<file path="config.mk">
export PLATFORM = sky130hd
export DESIGN_NAME = rr_interval_meter_flat
export DESIGN_NICKNAME = d
export VERILOG_FILES = /design/src/rtl/rr_interval_meter_if.sv /design/src/rtl/rr_interval_meter.sv /design/src/flat_wrapper.sv
export SDC_FILE = /design/constraint.sdc
export NUM_CORES = 1
export LEC_CHECK = 0
export ABC_AREA = 1
export CORE_AREA = 2 2 78 43
export DETAILED_ROUTE_END_ITERATION = 8
export DIE_AREA = 0 0 80 45
export PLACE_DENSITY = 0.81
export SLEW_MARGIN = 20
export SYNTH_ARGS = -nofsm -noshare
export SYNTH_HDL_FRONTEND = slang
export SYNTH_SLANG_ARGS = --single-unit
</file>
<file path="constraint.sdc">
create_clock -name i_clk -period 5.3 [get_ports i_clk]
set_clock_uncertainty 0.15 [all_clocks]
set_input_delay 1.06 -clock i_clk [delete_from_list [all_inputs] [get_ports i_clk]]
set_output_delay 1.06 -clock i_clk [all_outputs]
set_load 0.01 [all_outputs]
</file>
<file path="src/rtl/rr_interval_meter_if.sv">
// Sample-side inputs and interval/average outputs of rr_interval_meter.
// The master drives the strobes; the slave (the meter) drives the results.
interface rr_interval_meter_if #(
    parameter int CNT_WIDTH = 12
);
    logic                 i_ce;
    logic                 i_extremum;
    logic [CNT_WIDTH-1:0] o_rr;
    logic                 o_rr_valid;
    logic                 o_rr_err;
    logic [CNT_WIDTH-1:0] o_rr_avg;
    logic                 o_avg_valid;

    modport master (
        output i_ce,
        output i_extremum,
        input  o_rr,
        input  o_rr_valid,
        input  o_rr_err,
        input  o_rr_avg,
        input  o_avg_valid
    );

    modport slave (
        input  i_ce,
        input  i_extremum,
        output o_rr,
        output o_rr_valid,
        output o_rr_err,
        output o_rr_avg,
        output o_avg_valid
    );
endinterface

</file>
<file path="src/rtl/rr_interval_meter.sv">
// R-R interval meter: counts i_ce samples between R-peak edges, flags out-of-range
// intervals and missing beats. Optional running average is built when RR_AVG_EN is defined.
module rr_interval_meter #(
    parameter int CNT_WIDTH = 12,
    parameter int RR_MIN    = 72,
    parameter int RR_MAX    = 720,
    parameter int AVG_LOG2  = 3
) (
    input  logic               i_clk,
    input  logic               i_rst,
    rr_interval_meter_if.slave bus
);
    localparam logic [CNT_WIDTH-1:0] RR_MIN_C = CNT_WIDTH'(RR_MIN);
    localparam logic [CNT_WIDTH-1:0] RR_MAX_C = CNT_WIDTH'(RR_MAX);
    localparam logic [CNT_WIDTH-1:0] CNT_ZERO = {CNT_WIDTH{1'b0}};

    typedef enum logic [1:0] {
        ST_IDLE    = 2'd0,
        ST_MEASURE = 2'd1,
        ST_TIMEOUT = 2'd2
    } state_t;

    state_t               r_state;
    logic [CNT_WIDTH-1:0] r_cnt;
    logic [CNT_WIDTH-1:0] r_rr;
    logic                 r_ext_d;
    logic                 r_rr_valid;
    logic                 r_rr_err;
    logic                 w_beat;
    logic [CNT_WIDTH-1:0] w_iv;
    logic                 w_iv_bad;

    if ((AVG_LOG2 < 1) || (RR_MIN > RR_MAX) || (RR_MAX >= (1 << CNT_WIDTH))) begin : g_bad_params
        $error("rr_interval_meter: inconsistent parameters");
    end

    // A held-high pulse must only count once, hence the rising-edge qualifier.
    assign w_beat   = bus.i_extremum & ~r_ext_d;
    assign w_iv     = r_cnt + {{(CNT_WIDTH-1){1'b0}}, bus.i_ce};
    assign w_iv_bad = (w_iv < RR_MIN_C) || (w_iv > RR_MAX_C);

    // Beat tracking FSM with the registered interval and strobe outputs.
    always_ff @(posedge i_clk) begin
        if (i_rst) begin
            r_state    <= ST_IDLE;
            r_cnt      <= CNT_ZERO;
            r_ext_d    <= 1'b0;
            r_rr       <= CNT_ZERO;
            r_rr_valid <= 1'b0;
            r_rr_err   <= 1'b0;
        end else begin
            r_ext_d    <= bus.i_extremum;
            r_rr_valid <= 1'b0;
            r_rr_err   <= 1'b0;
            case (r_state)
                ST_IDLE, ST_TIMEOUT: begin
                    r_cnt <= CNT_ZERO;
                    if (w_beat) begin
                        r_state <= ST_MEASURE;
                    end else begin
                        r_state <= ST_IDLE;
                    end
                end
                ST_MEASURE: begin
                    if (w_beat) begin
                        r_cnt      <= CNT_ZERO;
                        r_rr       <= w_iv;
                        r_rr_valid <= 1'b1;
                        r_rr_err   <= w_iv_bad;
                    end else if (w_iv >= RR_MAX_C) begin
                        // Missing beat: report the limit and drop the reference.
                        r_state  <= ST_TIMEOUT;
                        r_cnt    <= RR_MAX_C;
                        r_rr     <= RR_MAX_C;
                        r_rr_err <= 1'b1;
                    end else begin
                        r_cnt <= w_iv;
                    end
                end
                default: begin
                    r_state <= ST_IDLE;
                    r_cnt   <= CNT_ZERO;
                end
            endcase
        end
    end

    assign bus.o_rr       = r_rr;
    assign bus.o_rr_valid = r_rr_valid;
    assign bus.o_rr_err   = r_rr_err;

`ifdef RR_AVG_EN
    localparam int DEPTH = 1 << AVG_LOG2;
    localparam int SUM_W = CNT_WIDTH + AVG_LOG2;

    logic [CNT_WIDTH-1:0] r_buf [DEPTH];
    logic [SUM_W-1:0]     r_sum;
    logic [AVG_LOG2-1:0]  r_wptr;
    logic [CNT_WIDTH-1:0] r_rr_avg;
    logic                 r_avg_valid;
    logic                 w_accept;
    logic [SUM_W-1:0]     w_sum_next;

    // The buffer is fed from the registered strobe, so the mean lags o_rr_valid by one clock.
    assign w_accept   = r_rr_valid & ~r_rr_err;
    assign w_sum_next = r_sum + {{AVG_LOG2{1'b0}}, r_rr} - {{AVG_LOG2{1'b0}}, r_buf[r_wptr]};

    // Circular buffer of accepted intervals with a running sum.
    always_ff @(posedge i_clk) begin
        if (i_rst) begin
            for (int i = 0; i < DEPTH; i++) begin
                r_buf[i] <= CNT_ZERO;
            end
            r_sum       <= {SUM_W{1'b0}};
            r_wptr      <= {AVG_LOG2{1'b0}};
            r_rr_avg    <= CNT_ZERO;
            r_avg_valid <= 1'b0;
        end else if (w_accept) begin
            r_buf[r_wptr] <= r_rr;
            r_sum         <= w_sum_next;
            r_wptr        <= r_wptr + AVG_LOG2'(1);
            r_rr_avg      <= w_sum_next[SUM_W-1:AVG_LOG2];
            if (&r_wptr) begin
                r_avg_valid <= 1'b1;
            end
        end
    end

    assign bus.o_rr_avg    = r_rr_avg;
    assign bus.o_avg_valid = r_avg_valid;
`else
    assign bus.o_rr_avg    = CNT_ZERO;
    assign bus.o_avg_valid = 1'b0;
`endif
endmodule

</file>
<file path="src/flat_wrapper.sv">
// flat-port wrapper written by rule: the top's interface ports become plain ports
module rr_interval_meter_flat 
#(
    parameter int CNT_WIDTH = 12,
    parameter int RR_MIN    = 72,
    parameter int RR_MAX    = 720,
    parameter int AVG_LOG2  = 3
)
  (i_clk, i_rst, bus_i_ce, bus_i_extremum, bus_o_rr, bus_o_rr_valid, bus_o_rr_err, bus_o_rr_avg, bus_o_avg_valid);
  rr_interval_meter_if #(.CNT_WIDTH(CNT_WIDTH)) bus_i ();
  input  logic i_clk;
  input  logic i_rst;
  input wire logic [$bits(bus_i.i_ce)-1:0] bus_i_ce;
  input wire logic [$bits(bus_i.i_extremum)-1:0] bus_i_extremum;
  output wire logic [$bits(bus_i.o_rr)-1:0] bus_o_rr;
  output wire logic [$bits(bus_i.o_rr_valid)-1:0] bus_o_rr_valid;
  output wire logic [$bits(bus_i.o_rr_err)-1:0] bus_o_rr_err;
  output wire logic [$bits(bus_i.o_rr_avg)-1:0] bus_o_rr_avg;
  output wire logic [$bits(bus_i.o_avg_valid)-1:0] bus_o_avg_valid;
  assign bus_i.i_ce = bus_i_ce;
  assign bus_i.i_extremum = bus_i_extremum;
  assign bus_o_rr = bus_i.o_rr;
  assign bus_o_rr_valid = bus_i.o_rr_valid;
  assign bus_o_rr_err = bus_i.o_rr_err;
  assign bus_o_rr_avg = bus_i.o_rr_avg;
  assign bus_o_avg_valid = bus_i.o_avg_valid;
  rr_interval_meter #(.CNT_WIDTH(CNT_WIDTH), .RR_MIN(RR_MIN), .RR_MAX(RR_MAX), .AVG_LOG2(AVG_LOG2)) u_core (.i_clk(i_clk), .i_rst(i_rst), .bus(bus_i));
endmodule
</file>
==> metrics.md, run 1 <==
| Metric | Value |
|---|---|
| Syn. warnings | 0 |
| Sw power | 0.123 mW |
| Die Span Y | 45 microns |
| CTS Sinks | 29 |
| # setup viols final | 0 |
| Number of global-route vias before repair | around 1000 |
| Clk_lat worst skew | approximately 280 ps |
| Comb power frac | 0.121 |
| Internal power | 0.341 mW |
| Worst setup SP type | input pin |
| Multi-input logic area | 746 sq um |
| FILL cells | 278 |
| Crit path DAT | 3170 ps |
| Vias | 1253 |
| Clock Path Buffers | 2 |
| Worst-case reg-to-reg path depth | 12 |
| Number of hold buffers added after cts | 0 |
| DR pass1 iterations | 4 |
| Most used DFF post-synth | dfxtp_1 |
| Initial core utilization | 0.527 |
| Ant diodes | 0 |
| Post-Route WL | 3130 microns |
| Asr flop ratio synth | 0 |
| Nets@finish | 236 |
| CP required | 5310 ps |
| Fmax | ~0.32 GHz |
| Row count | 14 |
| Crit path from | bus_i_ce |
| Max_cap viols | 0 |
| Largest area contributor in the netlist | dfxtp_1 |
| Global-route wire length before repair | 4930 microns |
| Vias per cell | 4.62 |
| Min Tclk post-route | 3160 ps |
| Drt first-iter violations | just under 70 |
| Remaining antenna violation count | 0 |
| Worst Hold Class | flop to flop |
| Pwr per Cell Area | 264 mW/mm^2 |
| Inserted Clock Buffers | 5 |
| Commonest non-fill, non-tap cells in the layout | 38 x nand2_1, 31 x inv_1, 29 x dfxtp_1, 26 x nor2_1, 17 x clkdlybuf4s50_1 |
| Cells after synthesis | approximately 210 |
| Post-CTS sizing | 0 |
| Flop pwr share | 0.500 |
| Post-CTS setup buffers | 0 |
| Pin count of the biggest net entering global routing | 14 |
| Crit end category | flop |
| GRT overflow | 0 |
| Die W | roughly 80 microns |
| Mapped Area | ~0.0015 sq mm |
| Peak fanout along the critical path | 12 |
| Crit path kind | input pin to flop |
| TritonCTS clock tree | built |
| Fraction of layout cells with a size suffix above 1 | 0.139 |
| Synth Area per Inst | 7.31 sq um |
| Register area | 581 sq um |
| Gr usage total | 0.188 |
| H-Tree Level Count | 2 |
| Reg2Reg Launch Point | u_core.r_cnt[0] |
| Drt wl/cell | 11.5 microns |
| Top post-synthesis cells by area | dfxtp_1 38%, nand2_1 9.4%, inv_1 7.7% |
| Hold-critical path depth | 2 |
| Final hold violations | 0 |
| Root Driver | clkbuf_8 |
| Clock network fraction of design power | 0.379 |
| Setup TNS Final | 0 ps |
| Post-route total power | 0.464 mW |
| LEAKAGE | about 0.81 nW |
| Detailed Place HPWL | 2420 microns |
| Io pins | 31 |
| Tcrit/Tclk final | 0.597 |
| Worst VDD drop | 155 uV |
| Outcome | finished, final reports clean |
| IO Port Bufs | 17 |
| Area grow syn2layout | 16.0% |
| RSZ-0062 raised after global routing | no |
| End of the critical path | u_core.bus.o_rr[3] |
| RD Place Congestion | 0.913 |
| Worst reg-to-reg setup slack | between 3000 and 4000 ps |
| Die area | 0.00360 sq mm |
| Distinct cells, synth | 28 |
| Sequential share of the synthesized area | 0.383 |
| Synth top area share | 0.383 |
| Clock-pin slew on the worst setup and hold paths | ~60 ps |
| Switching share of power | 0.266 |
| # DRC | 0 |
| Crit Reg-Reg Endpoint | u_core.bus.o_rr[3] |
| Commonest non-fill, non-tap cell in the layout | nand2_1 |
| Synthesis-stage register bit count | 29 |
| Core area | 0.00287 sq mm |
| Initial antenna violation count | 0 |
| Pins Over Slew Limit | 0 |
| EDFF count, synth | 0 |
## registers in the layout, summed over array words and instances (netlist names)
register	cells
u_core.r_ext_d	1
u_core.bus.o_rr	12
u_core.r_cnt	12
u_core.bus.o_rr_err	1
u_core.bus.o_rr_valid	1
u_core.r_state	2
## power by group through the flow
stage               clock network (mW)  registers (mW)  logic (mW)
detailed placement                   0           0.237      0.0553
global route                     0.191           0.233      0.0617
CTS                              0.178           0.232      0.0558
finish                           0.176           0.232      0.0560
floorplan                            0           0.239      0.0426
global placement                     0           0.237      0.0546
## cells in the mapped netlist (2+ instances only)
master	instances
nand2_1	38
inv_1	31
dfxtp_1	29
nor2_1	26
nand3_1	15
buf_4	13
nand2_2	9
o21ai_0	9
nand4_1	5
o22ai_1	5
inv_2	3
o21bai_2	3
ha_1	2
nand3_2	2
nor2_2	2
nor2_4	2
xnor2_1	2
## routing by layer
metal  vias to the layer above  wire, microns  global-route usage
met5                         -              0                   0
met4                         0             40              0.0610
met1                       549           1690               0.292
li1                        659              -                   -
met3                         7            268              0.0720
met2                        38           1130               0.228
## worst min path at each step
stage,from,endpoint,slack (ps)
6_report,u_core.bus.o_rr[10],u_core.bus.o_rr[10],330
5_1_grt,u_core.bus.o_rr[10],u_core.bus.o_rr[10],360
4_1_cts,u_core.bus.o_rr[10],u_core.bus.o_rr[10],340
3_5_place_dp,u_core.bus.o_rr[7],u_core.bus.o_rr[7],310
3_3_place_gp,u_core.bus.o_rr[7],u_core.bus.o_rr[7],310
2_1_floorplan,u_core.r_state[0],u_core.r_state[0],330
## critical path: stages
cell	delay, ps
clkdlybuf4s50_1	400
ha_1	230
ha_1	250
nand2_1	90
inv_1	60
nand2_1	100
inv_1	80
nor2_2	200
nand3_1	150
nand3_2	100
nand3_2	60
nand2_2	270
o22ai_1	120
## logic make-up after synthesis
kind of cell	synth area share
simple gates	0.327
buf+inv	0.159
flops	0.383
compound gates	0.0942
xor+xnor	0.0174
fa+ha+maj	0.0165
other cells	0.00248
## layout make-up
cell class                      count  share of cell area
Multi-Input combinational cell    143               0.425
Sequential cell                    29               0.330
Timing Repair Buffer               17              0.0969
Inverter                           34              0.0726
Clock buffer                        6              0.0413
Tap cell                           40              0.0285
Clock inverter                      2             0.00570
## stage by stage
stage | util | cells | area [sq um] | hold slack [ps] | setup WS [ps]
CTS | 0.611 | 271 | 1760 | 337 | 2140
global route | 0.611 | 271 | 1760 | 358 | 1950
detailed placement | 0.583 | 263 | 1670 | 313 | 1860
global placement | 0.583 | 263 | 1670 | 309 | 1860
finish | 0.611 | 271 | 1760 | 334 | 2140
floorplan | - | 221 | 1570 | 335 | 2580
No activity file was read; power rests on OpenSTA's default activity.
==> run 2: changes to the inputs <==
--- a/config.mk
+++ b/config.mk
@@ -6,10 +6,10 @@
 export NUM_CORES = 1
 export LEC_CHECK = 0
 export ABC_AREA = 1
-export CORE_AREA = 2 2 78 43
+export CORE_AREA = 2 2 81 44
 export DETAILED_ROUTE_END_ITERATION = 8
-export DIE_AREA = 0 0 80 45
-export PLACE_DENSITY = 0.81
+export DIE_AREA = 0 0 83 46
+export PLACE_DENSITY = 0.77
 export SLEW_MARGIN = 20
 export SYNTH_ARGS = -nofsm -noshare
 export SYNTH_HDL_FRONTEND = slang
==> constraint.sdc (replaced) <==
create_clock -name i_clk -period 3 [get_ports i_clk]
set_clock_uncertainty 0.15 [all_clocks]
set_input_delay 0.6 -clock i_clk [delete_from_list [all_inputs] [get_ports i_clk]]
set_output_delay 0.6 -clock i_clk [all_outputs]
set_load 0.01 [all_outputs]
==> run 2 against run 1 <==
Against the previous run: first-iteration DRC count is 28% higher; highest routed layer unchanged; largest cell class unchanged; non-clock buffer count is 1 higher; clock power is 74% higher; total power is 75% higher.
==> metrics.md, run 2 (synthesis results as in run 1) <==
| Metric | Value |
|---|---|
| Crit path DAT | ~2700 ps |
| Peak fanout along the critical path | 12 |
| Row count | 15 |
| Ant diodes | 0 |
| Die Span Y | around 46 microns |
| Setup TNS Final | 0 ps |
| Comb power frac | 0.121 |
| Initial antenna violation count | 0 |
| Vias | 1288 |
| Die W | 83 microns |
| Crit path kind | input pin to flop |
| Crit-path cells | clkdlybuf4s50_1, ha_1, ha_1, nand2_1, inv_1, nand2_1, inv_1, nor2_2, nand3_1, nand3_2, nand3_2, nand2_2, o22ai_1 |
| RSZ-0062 raised after global routing | no |
| H-Tree Level Count | 2 |
| Io pins | 31 |
| Detailed Place HPWL | 2450 microns |
| Slowest CP cell | clkdlybuf4s50_1 |
| Outcome | finished, final reports clean |
| Commonest non-fill, non-tap cell in the layout | nand2_1 |
| IO Port Bufs | 17 |
| Final hold violations | 0 |
| Vias per cell | 4.70 |
| FILL cells | around 320 |
| Clock network fraction of design power | 0.375 |
| Global-route wire length before repair | 5300 microns |
| Root Driver | clkbuf_8 |
| Pin count of the biggest net entering global routing | 14 |
| Post-Route WL | 3190 microns |
| Remaining antenna violation count | 0 |
| # DRC | 0 |
| Worst VDD drop | around 240 uV |
| Switching share of power | 0.261 |
| Fmax | 0.367 GHz |
| Die area | 0.00382 sq mm |
| Worst reg-to-reg setup slack | about 730 ps |
| Hold Crit Endpoint | u_core.bus.o_rr[4] |
| Tcrit/Tclk final | 0.908 |
| Nets@finish | 237 |
| Worst-case reg-to-reg path depth | 12 |
| Sw power | roughly 0.21 mW |
| Post-CTS setup buffers | 0 |
| Worst Hold Class | flop to flop |
| Worst slack, placed | 15.6 ps |
| Clock-pin slew on the worst setup and hold paths | 60 ps |
| Initial core utilization | 0.472 |
| Post-CTS sizing | 0 |
| Clk_lat worst skew | 280 ps |
| Number of global-route vias before repair | 1111 |
| # setup viols final | 0 |
| GRT overflow | 0 |
| Fraction of layout cells with a size suffix above 1 | 0.142 |
| Hold-critical path depth | 2 |
| Area grow syn2layout | 16.7% |
| Commonest non-fill, non-tap cells in the layout | 38 x nand2_1, 31 x inv_1, 29 x dfxtp_1, 26 x nor2_1, 17 x clkdlybuf4s50_1 |
| Crit end category | flop |
| Drt first-iter violations | 87 |
| TritonCTS clock tree | built |
| Reg2Reg Launch Point | u_core.r_cnt[0] |
| Gr usage total | 0.185 |
| Core area | around 0.0032 sq mm |
| DR pass1 iterations | 5 |
| Inserted Clock Buffers | 5 |
| Pins Over Slew Limit | 0 |
| Final worst slack | 277 ps |
| Crit Reg-Reg Endpoint | u_core.bus.o_rr[5] |
| Number of hold buffers added after cts | 0 |
| CTS Sinks | 29 |
| Internal power | roughly 0.60 mW |
| LEAKAGE | between 0.8 and 0.9 nW |
| Pwr per Cell Area | 461 mW/mm^2 |
| CP required | roughly 3000 ps |
| Clock Path Buffers | 2 |
| Flop pwr share | 0.503 |
| Max_cap viols | 0 |
| Worst hold start | u_core.bus.o_rr[4] |
| Crit path largest cell delay | approximately 400 ps |
| Min Tclk post-route | roughly 2700 ps |
| Drt wl/cell | 11.6 microns |
| RD Place Congestion | 0.893 |
| Worst setup SP type | input pin |
==> run 2: worst max path at each step <==
| stage | cells past startpoint | slack (ps) | endpoint | startpoint |
|---|---|---|---|---|
| after floorplan | 13 | 740 | u_core.bus.o_rr[3] | bus_i_ce |
| after CTS | 13 | 300 | u_core.bus.o_rr[5] | bus_i_ce |
| after detailed placement | 13 | 20 | u_core.bus.o_rr[1] | bus_i_ce |
| final | 13 | 280 | u_core.bus.o_rr[5] | bus_i_ce |
| after global routing | 12 | 70 | u_core.bus.o_rr[5] | bus_i_ce |
| after global placement | 13 | 40 | u_core.bus.o_rr[0] | bus_i_ce |
==> run 2: critical path: cells and delay by family <==
family / cells / cell delay [ps]
buffers and inverters: 3 / 530
AND/OR/NAND/NOR: 7 / 980
adder cells (fa/ha/maj): 2 / 480
AO/OA/AOI/OAI: 1 / 120
==> run 2: layout make-up <==
cell class | count | area, sq um | area share
sequential | 29 | 581 | 0.329
clock buffer | 6 | 72.6 | 0.0411
clock inverter | 2 | 10.0 | 0.00567
timing repair buffer | 18 | 178 | 0.101
multi-input combinational | 143 | 746 | 0.422
inverter | 34 | 128 | 0.0722
tap | 42 | 52.6 | 0.0297
==> run 2: routing by layer <==
| layer | global-route usage | vias to the layer above | part of all wire | routed length (microns) |
|---|---|---|---|---|
| li1 | - | 660 | - | - |
| met4 | 0.0689 | 0 | 0.011 | 36 |
| met1 | 0.266 | 575 | 0.50 | 1590 |
| met2 | 0.248 | 48 | 0.39 | 1240 |
| met3 | 0.0688 | 5 | 0.10 | 329 |
| met5 | 0 | - | 0 | 0 |
==> run 2: through the flow <==
| step | cell area [sq um] | instances | util | total power, mW | hold slack, ps |
|---|---|---|---|---|---|
| finish | 1770 | 274 | 0.550 | 0.814 | 324 |
| global route | 1770 | 274 | 0.550 | 0.856 | 348 |
| CTS | 1770 | 274 | 0.550 | 0.824 | 326 |
| detailed placement | 1680 | 266 | 0.525 | 0.516 | 311 |
| global placement | 1680 | 266 | 0.525 | 0.515 | 309 |
| floorplan | 1570 | 221 | - | 0.498 | 335 |
==> run 2: power by group through the flow <==
stage	Combinational (mW)	Clock (mW)	Sequential (mW)
after floorplan	0.0752	0	0.422
after global placement	0.0965	0	0.418
after detailed placement	0.0982	0	0.418
after CTS	0.0988	0.315	0.410
after global routing	0.112	0.333	0.411
final	0.0989	0.306	0.410
